--- config.mk ---
export PLATFORM = sky130hd
export DESIGN_NAME = rr_lock_arbiter_flat
export DESIGN_NICKNAME = d
export VERILOG_FILES = /design/src/rtl/rr_lock_arbiter_if.sv /design/src/rtl/rr_lock_arbiter.sv /design/src/flat_wrapper.sv
export SDC_FILE = /design/constraint.sdc
export NUM_CORES = 1
export LEC_CHECK = 0
export ABC_AREA = 0
export BUFFER_PORTS_ARGS = -buffer_cell sky130_fd_sc_hd__buf_2
export CAP_MARGIN = 20
export CORE_UTILIZATION = 30
export CTS_CLUSTER_DIAMETER = 50
export DETAILED_ROUTE_END_ITERATION = 8
export PLACE_DENSITY = 0.55
export SETUP_SLACK_MARGIN = 0.15
export SYNTH_ARGS = -nofsm -noshare
export SYNTH_HDL_FRONTEND = slang
export SYNTH_HIERARCHICAL = 1
export SYNTH_SLANG_ARGS = --single-unit
--- constraint.sdc ---
create_clock -name clk -period 4.4 [get_ports clk]
set_input_delay 0.44 -clock clk [delete_from_list [all_inputs] [get_ports clk]]
set_output_delay 0.44 -clock clk [all_outputs]
set_load 0.1 [all_outputs]
--- src/rtl/rr_lock_arbiter_if.sv ---
// Requester/downstream bundle for rr_lock_arbiter: request side in, grant side out.
interface rr_lock_arbiter_if #(
  parameter int WIDTH = 4
);
  localparam int IW = (WIDTH > 1) ? $clog2(WIDTH) : 1;

  logic [WIDTH-1:0] req;
  logic [WIDTH-1:0] last;
  logic             ready;
  logic [WIDTH-1:0] grant;
  logic [IW-1:0]    grant_idx;
  logic             busy;
  logic [WIDTH-1:0] base;

  modport master (
    output req, last, ready,
    input  grant, grant_idx, busy, base
  );

  modport slave (
    input  req, last, ready,
    output grant, grant_idx, busy, base
  );
endinterface

--- src/rtl/rr_lock_arbiter.sv ---
// Round-robin arbiter that locks the grant for a whole transaction and rotates
// the priority pointer past each released winner. Includes the fixed-priority core.

module fixed_arbiter #(
  parameter int WIDTH = 4
) (
  input  logic [WIDTH-1:0] req,
  input  logic [WIDTH-1:0] base,
  output logic [WIDTH-1:0] grant
);
  logic [2*WIDTH-1:0] dreq;
  logic [2*WIDTH-1:0] dgnt;

  // Doubling the request vector lets the borrow from (req - base) wrap past WIDTH-1.
  always_comb begin
    dreq  = {req, req};
    dgnt  = dreq & ~(dreq - {{WIDTH{1'b0}}, base});
    grant = dgnt[WIDTH-1:0] | dgnt[2*WIDTH-1:WIDTH];
  end
endmodule

module rr_lock_arbiter #(
  parameter int WIDTH     = 4,
  parameter int MAX_BEATS = 4
) (
  input logic               clk,
  input logic               rst_n,
  rr_lock_arbiter_if.slave  bus
);
  localparam int IW = (WIDTH > 1) ? $clog2(WIDTH) : 1;
  localparam int CW = (MAX_BEATS > 0) ? $clog2(MAX_BEATS + 1) : 1;
  localparam logic [CW-1:0] LIMIT = CW'((MAX_BEATS > 0) ? MAX_BEATS - 1 : 0);

  typedef enum logic {IDLE, BUSY} state_e;

  state_e           state_q, state_d;
  logic [WIDTH-1:0] grant_q, grant_d;
  logic [IW-1:0]    idx_q, idx_d;
  logic             busy_q, busy_d;
  logic [WIDTH-1:0] base_q, base_d;
  logic [CW-1:0]    cnt_q, cnt_d;

  logic [WIDTH-1:0] arb;
  logic             hold, fire, fire_last, at_limit, release_now;

  fixed_arbiter #(.WIDTH(WIDTH)) u_fixed (
    .req   (bus.req),
    .base  (base_q),
    .grant (arb)
  );

  function automatic logic [IW-1:0] onehot_idx(input logic [WIDTH-1:0] oh);
    logic [IW-1:0] r;
    r = '0;
    for (int i = 0; i < WIDTH; i++)
      if (oh[i]) r = r | IW'(i);
    return r;
  endfunction

  always_comb begin
    hold        = |(grant_q & bus.req);
    fire        = hold & bus.ready;
    fire_last   = fire & |(grant_q & bus.last);
    at_limit    = (MAX_BEATS != 0) && fire && (cnt_q == LIMIT);
    release_now = fire_last | ~hold | at_limit;
  end

  always_comb begin
    state_d = state_q;
    grant_d = grant_q;
    idx_d   = idx_q;
    busy_d  = busy_q;
    base_d  = base_q;
    cnt_d   = cnt_q;
    case (state_q)
      IDLE: begin
        if (|bus.req) begin
          grant_d = arb;
          idx_d   = onehot_idx(arb);
          busy_d  = 1'b1;
          cnt_d   = '0;
          state_d = BUSY;
        end
      end
      BUSY: begin
        if (release_now) begin
          grant_d = '0;
          idx_d   = '0;
          busy_d  = 1'b0;
          cnt_d   = '0;
          base_d  = {grant_q[WIDTH-2:0], grant_q[WIDTH-1]};
          state_d = IDLE;
        end else if (fire) begin
          cnt_d = cnt_q + CW'(1);
        end
      end
      default: state_d = IDLE;
    endcase
  end

  always_ff @(posedge clk) begin
    if (!rst_n) begin
      state_q <= IDLE;
      grant_q <= '0;
      idx_q   <= '0;
      busy_q  <= 1'b0;
      base_q  <= WIDTH'(1);
      cnt_q   <= '0;
    end else begin
      state_q <= state_d;
      grant_q <= grant_d;
      idx_q   <= idx_d;
      busy_q  <= busy_d;
      base_q  <= base_d;
      cnt_q   <= cnt_d;
    end
  end

  assign bus.grant     = grant_q;
  assign bus.grant_idx = idx_q;
  assign bus.busy      = busy_q;
  assign bus.base      = base_q;
endmodule
--- src/flat_wrapper.sv ---
// flat-port wrapper written by rule: the top's interface ports become plain ports
module rr_lock_arbiter_flat 
#(
  parameter int WIDTH     = 4,
  parameter int MAX_BEATS = 4
)
  (clk, rst_n, bus_req, bus_last, bus_ready, bus_grant, bus_grant_idx, bus_busy, bus_base);
  rr_lock_arbiter_if #(.WIDTH(WIDTH)) bus_i ();
  input logic clk;
  input logic rst_n;
  input wire logic [$bits(bus_i.req)-1:0] bus_req;
  input wire logic [$bits(bus_i.last)-1:0] bus_last;
  input wire logic [$bits(bus_i.ready)-1:0] bus_ready;
  output wire logic [$bits(bus_i.grant)-1:0] bus_grant;
  output wire logic [$bits(bus_i.grant_idx)-1:0] bus_grant_idx;
  output wire logic [$bits(bus_i.busy)-1:0] bus_busy;
  output wire logic [$bits(bus_i.base)-1:0] bus_base;
  assign bus_i.req = bus_req;
  assign bus_i.last = bus_last;
  assign bus_i.ready = bus_ready;
  assign bus_grant = bus_i.grant;
  assign bus_grant_idx = bus_i.grant_idx;
  assign bus_busy = bus_i.busy;
  assign bus_base = bus_i.base;
  rr_lock_arbiter #(.WIDTH(WIDTH), .MAX_BEATS(MAX_BEATS)) u_core (.clk(clk), .rst_n(rst_n), .bus(bus_i));
endmodule
After elaboration in Yosys (flattened, before gate mapping)
Index checks and enable logic that the tools add are counted.
{"block": "classes", "n_addsub": 2, "eq_ne": 4, "n_mux": 19, "bitwise_logic": 11, "n_reduce_logical": 7}
{"operator": "OR reduction 4 bit", "n": 3}
{"operator": "2-to-1 mux 3 bit", "n": 3}
{"operator": "bitwise AND 4 bit", "n": 2}
{"operator": "bitwise AND 8 bit", "n": 1}
{"operator": "2-to-1 mux 2 bit", "n": 4}
{"operator": "2-to-1 mux 4 bit", "n": 2}
{"operator": "NOT 8 bit", "n": 1}
{"operator": "one-hot mux 4 bit (2 select lines)", "n": 1}
{"operator": "subtractor 8 x 4 -> 8 bit", "n": 1}
{"operator": "one-hot mux 3 bit (2 select lines)", "n": 1}
{"operator": "AND reduction 2 bit", "n": 3}
{"operator": "2-to-1 mux 1 bit", "n": 5}
{"operator": "OR 4 bit", "n": 1}
{"operator": "one-hot mux 1 bit (2 select lines)", "n": 2}
{"operator": "one-hot mux 2 bit (2 select lines)", "n": 1}
{"operator": "adder 3 x 1 -> 3 bit (second input constant)", "n": 1}
{"operator": "== test 3 x 2 -> 1 bit (second input constant)", "n": 1}
{"operator": "!= test 3 bit (second input constant)", "n": 1}
{"operator": "bitwise AND 1 bit", "n": 2}
{"operator": "!= test 2 x 1 -> 1 bit (second input constant)", "n": 1}
{"operator": "!= test 2 bit (second input constant)", "n": 1}
{"operator": "NOT 1 bit", "n": 2}
{"operator": "OR 1 bit", "n": 2}
{"operator": "logical AND 1 bit", "n": 1}
{"block": "word_totals", "reg_bits": 15, "inputBits": 11, "wordCells": 49}

Depth between registers and ports, before layout
{"block": "logic_depth", "depth_word": 9, "mapped_depth": 10}

Modules after synthesis
The synthesis kept the hierarchy.
{"module": "rr_lock_arbiter", "n_inst": 1, "cells_per_inst": 87, "area_per_inst_um2": 762.0, "seq_area_each_um2": 300.3}
{"module": "fixed_arbiter", "n_inst": 1, "cells_per_inst": 24, "area_per_inst_um2": 186.4, "seq_area_each_um2": 0.0}

Worst setup path before layout
OpenSTA, ideal clock, no wires.
{"block": "synth_path", "path_type": "reg2reg", "start": "register u_core.base_q[0], in the netlist u_core/bus.base[0]", "end": "register u_core.grant_q[2], in the netlist u_core/bus.grant[2]", "arrival_ns": 2.595, "required_time_ns": 4.325, "path_slack_ns": 1.730, "path_stages_with_launch": 10, "synth_period_minus_slack_ns": 2.670, "cell_sequence": "dfxtp_1 nor2b_2 fa_1 and2b_1 o21ai_1 nor4b_1 o31a_1 nor3b_1 o21ai_0 a31oi_1"}
{"block": "synth_via", "elab_chain_cells": 6}
{"element": "start: declaration", "line_no": "rr_lock_arbiter.sv:40", "text": "logic [WIDTH-1:0] base_q, base_d;"}
{"element": "start signal: assignment", "line_no": "rr_lock_arbiter.sv:114", "text": "base_q <= base_d;"}
{"element": "subtractor 8 x 4 -> 8 bit", "line_no": "rr_lock_arbiter.sv:17", "text": "dgnt = dreq & ~(dreq - {{WIDTH{1'b0}}, base});"}
{"element": "NOT 8 bit", "line_no": "rr_lock_arbiter.sv:17"}
{"element": "bitwise AND 8 bit", "line_no": "rr_lock_arbiter.sv:17"}
{"element": "OR 4 bit", "line_no": "rr_lock_arbiter.sv:18", "text": "grant = dgnt[WIDTH-1:0] | dgnt[2*WIDTH-1:WIDTH];"}
{"element": "net u_core.arb[2]", "line_no": "rr_lock_arbiter.sv:43", "text": "logic [WIDTH-1:0] arb;"}
{"element": "2-to-1 mux 4 bit", "line_no": "rr_lock_arbiter.sv:77", "text": "if (|bus.req) begin"}
{"element": "one-hot mux 4 bit (2 select lines)", "line_no": "rr_lock_arbiter.sv:75", "text": "case (state_q)"}
{"element": "end signal: assignment", "line_no": "rr_lock_arbiter.sv:111", "text": "grant_q <= grant_d;"}
{"element": "end: declaration", "line_no": "rr_lock_arbiter.sv:37", "text": "logic [WIDTH-1:0] grant_q, grant_d;"}
The timed path passes the listed nets, and every way through them passes these cells. The select of a mux whose other input is x is not followed.
A chain may end at the register's enable or synchronous reset.

Final worst setup path
{"block": "layout_path", "start": "register u_core.base_q[0], in the netlist u_core/bus.base[0]", "end": "register u_core.idx_q[1], in the netlist u_core/bus.grant_idx[1]"}
{"block": "layout_via", "elab_chain_cells": 8}
{"element": "subtractor 8 x 4 -> 8 bit", "line_no": "rr_lock_arbiter.sv:17"}
{"element": "NOT 8 bit", "line_no": "rr_lock_arbiter.sv:17"}
{"element": "bitwise AND 8 bit", "line_no": "rr_lock_arbiter.sv:17"}
{"element": "OR 4 bit", "line_no": "rr_lock_arbiter.sv:18"}
{"element": "net u_core.arb[2]", "line_no": "rr_lock_arbiter.sv:43"}
{"element": "2-to-1 mux 2 bit (2 in a row)", "line_no": "rr_lock_arbiter.sv:56", "text": "if (oh[i]) r = r | IW'(i);"}
{"element": "2-to-1 mux 2 bit", "line_no": "rr_lock_arbiter.sv:77"}
{"element": "one-hot mux 2 bit (2 select lines)", "line_no": "rr_lock_arbiter.sv:75"}
{"element": "end signal: assignment", "line_no": "rr_lock_arbiter.sv:112", "text": "idx_q <= idx_d;"}
{"element": "end: declaration", "line_no": "rr_lock_arbiter.sv:38", "text": "logic [IW-1:0] idx_q, idx_d;"}
The timed path passes the listed nets, and every way through them passes these cells. The select of a mux whose other input is x is not followed.

==> impl_metrics.csv <==
group,metric,value,unit
clocking,h-tree-depth,1,
clocking,cts_resized,0,
sta,setup_tns,0,ns
sta,finalCriticalPeriod,2.213,ns
critical_path,critPathTopFamily,"simple AND/OR/NAND/NOR gates",
yosys,synth.net_count,128,
detailed_routing,routed_wl,2232,um
worst_hold_path,whs_endpoint,"u_core/cnt_q[2]",
final_layout,final_cells,175,
yosys,synth.avg_cell_area,8.544,sq um
sta,drv_slew,0,
floorplan,dieArea,0.003390,sq mm
final_layout,fin_nets,149,
status,status,"finished, final reports clean",
yosys,ys_types,36,
yosys,synth-seq-area-share,31.66,%
pwr,clock_power_share,24.4,%
sta,post-route-period-util,50.29,%
critical_path,path_max_fanout,4,
pwr,p_seq_share,45.0,%
floorplan,die_h,58.23,um
global_route,grtUsageMet2,21.84,%
critical_path,setup.worst_path.end_class,"flip-flop",
placed_design,gp_congestion,0.8721,
pwr,p_sw_share,37.25,%
detailed_routing,drtIter0Drc,39,
clocking,cts_tree,"done",
clocking,clkTransAtPathRegs,0.09,ns
sta,rsz0062_at_grt,"false",
final_layout,fillers,322,
global_route,grt_max_degree,21,
detailed_routing,wire_per_inst,12.75,um
floorplan,initial_core_util,31.32,%
detailed_routing,drc,0,
critical_path,path_class,"reg2reg",
worst_hold_path,hold_depth,2,
sta,finalHoldViolations,0,
clocking,cts_root_buf,"clkbuf_4",
final_layout,final_common_cell,"buf_2",
yosys,synth_cells,111,
floorplan,num_io_pins,22,
yosys,synth-edff-count,0,
detailed_routing,ant_nets,0,
final_layout,drive_gt1_share,24.43,%
pwr,p_sw,122.8,uW
global_route,grt_use_total,13.53,%
clocking,holdBufCountCts,0,
yosys,synth_top_area_share,31.66,%
pwr,comb_power_share,30.6,%
detailed_routing,vias,884,
clocking,cts_buffers,3,
floorplan,num_rows,20,
global_route,gr-usage-met1,17.26,%
floorplan,die_w,58.23,um
final_layout,finish.utilization,36.57,%
global_route,grt.overflow.total,0,
global_route,antenna_found_initial,0,
yosys,async_flop_share,0,%
sta,tightest_slew,0.7267,ns
yosys,ys_warn_count,6,
critical_path,reg2reg_depth,10,
floorplan,core,0.003028,sq mm
placed_design,dp_hpwl,1659,um
detailed_routing,vias_per_cell,5.051,
global_route,grtUsageMet3,2.455,%
sta,slew_headroom,51.04,%
worst_hold_path,hp-class,"reg2reg",
critical_path,rr_endpoint,"u_core/bus.grant_idx[1]",
run,drv_cap,0,
global_route,grt.busiest_layer,"met2",
critical_path,rrSetupSlack,2.19,ns
critical_path,start_kind,"flip-flop",
pwr,pwr_density_cell,297.6,mW/mm^2
sta,skew,0.004690,ns
sta,max_freq,452.0,MHz
critical_path,crit_chain,"nor2b_2 -> fa_1 -> and2b_1 -> o21ai_1 -> nor4b_1 -> o31a_1 -> nor2_1 -> nor3_1 -> o21ai_0 -> a31oi_1",
yosys,synthFlopType,"dfxtp_1",
critical_path,reg2reg_from,"u_core/bus.base[0]",
global_route,first_global_vias,761,
critical_path,crit_buf_inv,0,
pwr,ir_drop,0.0001028,V
pwr,p_int,206.8,uW
pwr,leakagePower,0.4337,nW
global_route,grt_pass1_wl,3512,um
detailed_routing,firstDrtPassIters,4,
pwr,p_total,329.5,uW
critical_path,cp_slowest_stage_delay,0.38,ns
final_layout,antenna_cells,0,
placed_design,dp.cells,171,
sta,finalSetupViolCount,0,
clocking,clock_sinks,15,
critical_path,crit_arrival,2.36,ns
yosys,synth_seq_cells,15,
yosys,syn_area,948.4,sq um
final_layout,area_growth,16.75,%
sta,fin_hold_ws,0.4711,ns
clocking,cts_setup_buffers,0,
clocking,cts_buffer_depth,2,
final_layout,final_cell_mix,"buf_2, dfxtp_1, nand2_1",
placed_design,io_buffers,21,
clocking,clk_latency,0.28,ns
yosys,yosys.area.top_type,"dfxtp_1",
yosys,synth_area_leaders,"dfxtp_1, ha_1, nand2_1, o21ai_0, mux2i_1",
critical_path,startpoint,"u_core/bus.base[0]",
critical_path,cp.required,4.54,ns
critical_path,cp_slowest_cell,"fa_1",
worst_hold_path,hp-start,"u_core/cnt_q[2]",
[cells in the mapped netlist (2+ instances only)]
cell type   n
mux2i_1     4
ha_1        5
o21a_1      5
clkbuf_1    3
a22o_2      2
inv_1       7
nor2b_1     4
dfxtp_1    15
nor3_1      2
nor2_1      5
a21oi_1     3
nor3b_1     4
nand2_1    14
o21ai_0     9
a31oi_1     6
o22ai_1     3
[registers in the layout (all words and copies together), names as in the netlist]
signal,flops
u_core/state_q,1
u_core/bus.grant_idx,2
u_core/bus.base,4
u_core/bus.busy,1
u_core/bus.grant,4
u_core/cnt_q,3
[per-layer routing]
layer,vias to the layer above,share of wire [%],wire length [um]
met5,-,0,0
met3,2,3.8,85
li1,439,-,-
met2,23,48,1077
met1,420,47,1059
met4,0,0.40,9
[worst min-delay path, cell delays in order (launching register included)]
cell,delay (ns)
dfxtp_1,0.32
nand2_1,0.05
o22ai_1,0.06
[worst max path at each step]
stage,end,slack [ns],depth (start not counted)
floorplan,u_core/bus.grant[2],1.73,9
global placement,u_core/bus.grant_idx[1],2.03,11
detailed placement,u_core/bus.grant_idx[1],1.98,11
CTS,u_core/bus.grant_idx[1],2.21,10
global route,u_core/bus.grant_idx[1],2.05,10
finish,u_core/bus.grant_idx[1],2.19,10
[cell families (layout without fill, tap and decap cells)]
kind of cell,count (synthesis),after routing,share of synthesized area [%]
simple gates,39,39,24.28
compound gates,34,34,24.54
flops,15,15,31.66
buf+inv,12,32,5.673
fa+ha+maj,6,6,8.707
mux,4,4,4.222
xor+xnor,1,1,0.9237
[area by class of cell]
| type | count | area [sq um] | share of cell area, % |
|---|---|---|---|
| multi-input cells | 84 | 594.3 | 53.67 |
| flip-flops and latches | 15 | 300.3 | 27.12 |
| repair buffers | 21 | 105.1 | 9.492 |
| well taps | 44 | 55.05 | 4.972 |
| clock buffers | 4 | 26.28 | 2.373 |
| inverters | 7 | 26.28 | 2.373 |
[metrics by stage]
stage / cell area, sq um / worst slack (ns)
5_1_grt: 1107 / 2.052
3_3_place_gp: 1081 / 2.025
3_5_place_dp: 1081 / 1.975
2_1_floorplan: 948.4 / 1.730
6_report: 1107 / 2.187
4_1_cts: 1107 / 2.213
[power groups by stage]
stage	clock network [mW]	logic (mW)	registers, mW
finish	0.0804	0.101	0.148
global route	0.0883	0.108	0.149
CTS	0.0838	0.101	0.148
detailed placement	0	0.100	0.151
global placement	0	0.0996	0.151
floorplan	0	0.0479	0.183
(Power assumes the default switching activity.)
